`src/rtl/gearbox_pkg.sv`:
```
// Shared types and helpers for the narrow/wide gearbox blocks.
package gearbox_pkg;

  function automatic int cnt_w(input int ratio);
    return $clog2(ratio + 1);
  endfunction

  function automatic int slot_lsb(input int k, input int ratio, input int w, input bit msb_first);
    return msb_first ? (ratio - 1 - k) * w : k * w;
  endfunction

  typedef enum logic {
    ACC_COLLECT,
    ACC_FULL
  } acc_state_e;

endpackage

```
`src/rtl/gearbox_out_stage.sv`:
```
// Valid/ready holding register; contents stay stable while valid and not accepted.
module gearbox_out_stage #(
  parameter int W = 8
) (
  input  logic         clk,
  input  logic         rst,
  input  logic         load,
  input  logic [W-1:0] din,
  input  logic         ready_in,
  output logic         valid,
  output logic [W-1:0] dout,
  output logic         free
);

  logic         valid_q, valid_d;
  logic [W-1:0] data_q, data_d;

  // A load is only legal when free, so it may overlap the acceptance of the held word.
  assign free  = !valid_q || ready_in;
  assign valid = valid_q;
  assign dout  = data_q;

  always_comb begin
    valid_d = valid_q;
    data_d  = data_q;
    if (load) begin
      valid_d = 1'b1;
      data_d  = din;
    end else if (valid_q && ready_in) begin
      valid_d = 1'b0;
    end
  end

  always_ff @(posedge clk or negedge rst) begin
    if (!rst) begin
      valid_q <= 1'b0;
      data_q  <= '0;
    end else begin
      valid_q <= valid_d;
      data_q  <= data_d;
    end
  end

endmodule

```
`src/rtl/fsm_narrow_to_wide.sv`:
```
// Packs RATIO narrow beats into one wide word, with partial-word flush and a held output stage.
module fsm_narrow_to_wide
  import gearbox_pkg::*;
#(
  parameter  int DIN_W     = 64,
  parameter  int RATIO     = 4,
  parameter  bit MSB_FIRST = 1'b1,
  localparam int DOUT_W    = DIN_W * RATIO,
  localparam int CNT_W     = cnt_w(RATIO)
) (
  input  logic              clk,
  input  logic              rst,
  input  logic              we_in,
  output logic              ready_out,
  input  logic [DIN_W-1:0]  din,
  input  logic              flush,
  output logic              we_out,
  input  logic              ready_in,
  output logic [DOUT_W-1:0] dout,
  output logic [CNT_W-1:0]  dout_beats
);

  acc_state_e               state_q, state_d;
  logic [CNT_W-1:0]         cnt_q, cnt_d, cnt_wr;
  logic [DOUT_W-1:0]        acc_q, acc_d, acc_wr;
  logic                     accept, complete, emit, out_free, out_load;
  logic [DOUT_W+CNT_W-1:0]  out_data;

  assign ready_out = (state_q == ACC_COLLECT);
  assign accept    = we_in && ready_out;

  // Accumulator and count as they stand after this edge's beat, before any transfer.
  always_comb begin
    acc_wr = acc_q;
    for (int k = 0; k < RATIO; k++) begin
      if (accept && cnt_q == CNT_W'(k))
        acc_wr[slot_lsb(k, RATIO, DIN_W, MSB_FIRST) +: DIN_W] = din;
    end
    cnt_wr = cnt_q + CNT_W'(accept);
  end

  // In ACC_FULL no beat is accepted, so acc_wr/cnt_wr equal the parked word.
  always_comb begin
    complete = accept && (cnt_q == CNT_W'(RATIO - 1));
    emit     = (state_q == ACC_FULL) || complete || (flush && cnt_wr != '0);
    out_load = emit && out_free;
    state_d  = state_q;
    cnt_d    = cnt_wr;
    acc_d    = acc_wr;
    if (out_load) begin
      state_d = ACC_COLLECT;
      cnt_d   = '0;
      acc_d   = '0;
    end else if (emit) begin
      state_d = ACC_FULL;
    end
  end

  always_ff @(posedge clk or negedge rst) begin
    if (!rst) begin
      state_q <= ACC_COLLECT;
      cnt_q   <= '0;
      acc_q   <= '0;
    end else begin
      state_q <= state_d;
      cnt_q   <= cnt_d;
      acc_q   <= acc_d;
    end
  end

  gearbox_out_stage #(
    .W (DOUT_W + CNT_W)
  ) u_out (
    .clk      (clk),
    .rst      (rst),
    .load     (out_load),
    .din      ({cnt_wr, acc_wr}),
    .ready_in (ready_in),
    .valid    (we_out),
    .dout     (out_data),
    .free     (out_free)
  );

  assign dout       = out_data[DOUT_W-1:0];
  assign dout_beats = out_data[DOUT_W+CNT_W-1:DOUT_W];

endmodule
```
`config.mk`:
```
export PLATFORM = sky130hd
export DESIGN_NAME = fsm_narrow_to_wide
export DESIGN_NICKNAME = d
export VERILOG_FILES = /design/src/rtl/gearbox_pkg.sv /design/src/rtl/gearbox_out_stage.sv /design/src/rtl/fsm_narrow_to_wide.sv
export SDC_FILE = /design/constraint.sdc
export NUM_CORES = 1
export LEC_CHECK = 0
export ABC_AREA = 1
export BUFFER_PORTS_ARGS = -buffer_cell sky130_fd_sc_hd__buf_2
export CORE_UTILIZATION = 50
export DETAILED_ROUTE_END_ITERATION = 6
export GPL_ROUTABILITY_DRIVEN = 0
export HOLD_SLACK_MARGIN = 0.03
export PLACE_DENSITY = 0.75
export SLEW_MARGIN = 25
export SYNTH_ARGS = -nofsm -noshare
export SYNTH_HDL_FRONTEND = slang
export SYNTH_SLANG_ARGS = --single-unit
```
`constraint.sdc`:
```
create_clock -name clk -period 6.8 [get_ports clk]
set_input_delay 0 -clock clk [delete_from_list [all_inputs] [get_ports clk]]
set_output_delay 0 -clock clk [all_outputs]
set_load 0.02 [all_outputs]
```
==> results.py <==
metrics = {
    "routing": {
        "first_pass_iters": 5,
        "avgViaCountPerCell": 5.51,
        "drt_iter0_drc": 1886,
        "vias": 19100,
        "wl_per_cell_um": 17.9,
        "drc": 0,
        "routed_wl_mm": 61.9,
        "postRouteAntennaNets": 0,
    },
    "global_routing": {
        "grt.overflow.total": 0,
        "grt_max_degree": 198,
        "track_usage_pct": 27.2,
        "grt_pass1_wl_mm": 101,
        "grt_antenna_before_repair": 0,
        "grt_pass1_vias": 18700,
    },
    "synthesis": {
        "avgSynthCellArea_sq_um": 8.74,
        "yosys.area.top_type": "dfrtp_1",
        "synth_top_area_share_pct": 57.9,
        "syn_inst": 2571,
        "synth_seq_cells": 520,
        "syn-num-nets": 2642,
        "ys_types": 22,
        "yosysSeqAreaShare_pct": 57.9,
        "ys_warn_count": 0,
        "netlist_area_sq_mm": 0.0225,
        "yosys-top-cells-area": "dfrtp_1, nand2_1, nand3_1, and2_1, a21boi_1",
    },
    "clock_tree": {
        "cts_max_level": 2,
        "cts_buffers": 54,
        "clock_sinks": 520,
        "clk_pin_slew_ps": 60,
        "cts_tree": "yes",
        "insertion_delay_ps": 590,
        "cts_root_buf": "clkbuf_16",
        "post_cts_buffers": 0,
        "cts_buffer_depth": 3,
    },
    "worst_setup_path": {
        "start_kind": "flop",
        "rr_worst_depth": 10,
        "crit_cells": 10,
        "slowest_stage": "dfrtp_4",
        "regToRegSetupSlack_ps": 2550,
        "critical_path.top_delay_family": "buffers and inverters",
        "r2r_end": "u_out.dout[229]",
        "critPathRequiredTime_ps": 7320,
        "path_buf_inv": 3,
        "cpPeakStageDelay_ps": 1020,
        "crit_top_cell": "nand2_1",
        "end_kind": "flop",
        "crit_fanout": 107,
        "path_cells": "ha_1 -> nand2_1 -> nand3_1 -> nand2_1 -> nand2_8 -> buf_4 -> buf_4 -> buf_12 -> nand3_1 -> nand2_1",
        "cp.arrival_ps": 4770,
        "worstSetupPathType": "flop to flop",
        "reg2reg_from": "cnt_q[1]",
    },
    "die": {
        "start_util_pct": 50.7,
        "pin_count": 330,
        "dieArea_sq_mm": 0.0458,
        "core_area_sq_mm": 0.0443,
        "die_y_um": 214,
        "row_count": 77,
        "die_w_um": 214,
    },
    "placed_design": {
        "io_buffers": 329,
        "post-dp-hpwl_mm": 35.0,
    },
    "timing": {
        "rsz0062_at_grt": "false",
        "fmax_mhz": 236,
        "slew_violations": 0,
        "clock_skew_ps": 17.1,
        "finalSetupTns_ps": 0,
        "hold_violations": 0,
        "whs_ps": 81.7,
        "period_share_pct": 62.4,
        "slew_headroom_pct": 29.9,
        "setup_viol": 0,
        "final.min_clock_period_ps": 4250,
        "tightest_slew_ps": 1050,
    },
    "status": {
        "outcome": "finished clean",
    },
    "min_path": {
        "hold_path.startpoint": "ready_in",
        "whs_endpoint": "u_out.valid",
        "hold_path_class": "input pin to flop",
        "holdPathStages": 4,
    },
    "layout": {
        "final_net_count": 2904,
        "multi_input_area_sq_mm": 0.00855,
        "fillers": 3807,
        "seq_area_sq_mm": 0.0130,
        "layout-drive-gt1-share_pct": 15.7,
        "area_growth_pct": 19.3,
        "antennaDiodeCount": 0,
    },
    "power": {
        "leakagePower_nw": 15.1,
        "finalPower_mw": 12.5,
        "p_per_area_mw_per_mm2": 464,
        "ir_drop_uv": 309,
    },
    "job": {
        "drv_cap": 0,
    },
}
## cell usage after synthesis (all sizes together)
cell / n
nand2: 1041
dfrtp: 520
nand3: 455
a21boi: 131
and2: 128
buf: 111
clkbuf: 104
nand4: 64
inv: 7
nor2: 6
a21oi: 2
ha: 2
## per-layer routing
layer	up-vias	routed length [um]	GRT usage [%]
met2	827	28200	40.8
met4	0	1890	11.2
li1	8881	-	-
met1	9279	27200	39.5
met3	122	4520	4.36
met5	-	0	0
## flip-flops by register name, summed over array words and instances (netlist names)
| register | cells |
|---|---|
| u_out.valid | 1 |
| u_out.dout | 259 |
| cnt_q | 3 |
| state_q | 1 |
| acc_q | 256 |
## cells by family (layout without fill, tap and decap cells)
group | Yosys count | after routing | share of synthesized area [%]
buf+inv | 222 | 525 | 4.49
compound gates | 133 | 133 | 4.44
fa+ha+maj | 2 | 2 | 0.111
flops | 520 | 520 | 57.9
simple gates | 1694 | 1694 | 33.1
## worst max path at each step
stage | from | endpoint | slack, ps
floorplan | state_q | u_out.dout[254] | 4480
global placement | cnt_q[1] | acc_q[30] | 2550
detailed placement | cnt_q[1] | acc_q[29] | 2490
CTS | cnt_q[1] | acc_q[40] | 2480
global route | cnt_q[1] | u_out.dout[221] | 2290
finish | cnt_q[1] | u_out.dout[229] | 2550
## layout make-up
cell class,instances,share of cell area [%]
Tap cell,592,2.76
Timing Repair Buffer,421,9.94
Clock inverter,18,0.970
Inverter,7,0.0980
Multi-Input combinational cell,1829,31.9
Sequential cell,520,48.5
Clock buffer,79,5.80
## report_power, final
part           switching (mW)  internal, mW  leakage, nW
Clock                    1.23          1.81        0.892
Combinational            3.43          1.39         7.11
Sequential              0.509          4.09         7.06
## per-stage QoR
stage	setup slack, ps	utilization (%)	std cells	instance area, sq um
floorplan	4480	-	2571	22500
global placement	2550	54.6	3297	24200
detailed placement	2490	54.6	3297	24200
CTS	2480	60.3	3462	26700
global route	2290	60.5	3466	26800
finish	2550	60.5	3466	26800
## layout by cell type, fill, tap and decap left out, drive strengths merged
| master | Yosys | final |
|---|---|---|
| nand2 | 1041 | 1041 |
| dfrtp | 520 | 520 |
| nand3 | 455 | 455 |
| buf | 111 | 354 |
| a21boi | 131 | 131 |
| and2 | 128 | 128 |
| clkbuf | 104 | 79 |
| dlygate4sd3 | 0 | 67 |
| nand4 | 64 | 64 |
| inv | 7 | 10 |
| clkinv | 0 | 8 |
| bufinv | 0 | 6 |
| nor2 | 6 | 6 |
| ha | 2 | 2 |
| a21oi | 2 | 2 |
| clkinvlp | 0 | 1 |
## tightest hold or removal path, delay by kind of cell
kind / cells / cell delay (ps)
simple gates: 2 / 450
buf+inv: 2 / 170
## what timing repair did
item,CTS,global route
hold buffers,68,0
resized for setup,0,0
hold endpoints to repair,589,0
No activity file was read; power rests on OpenSTA's default activity.
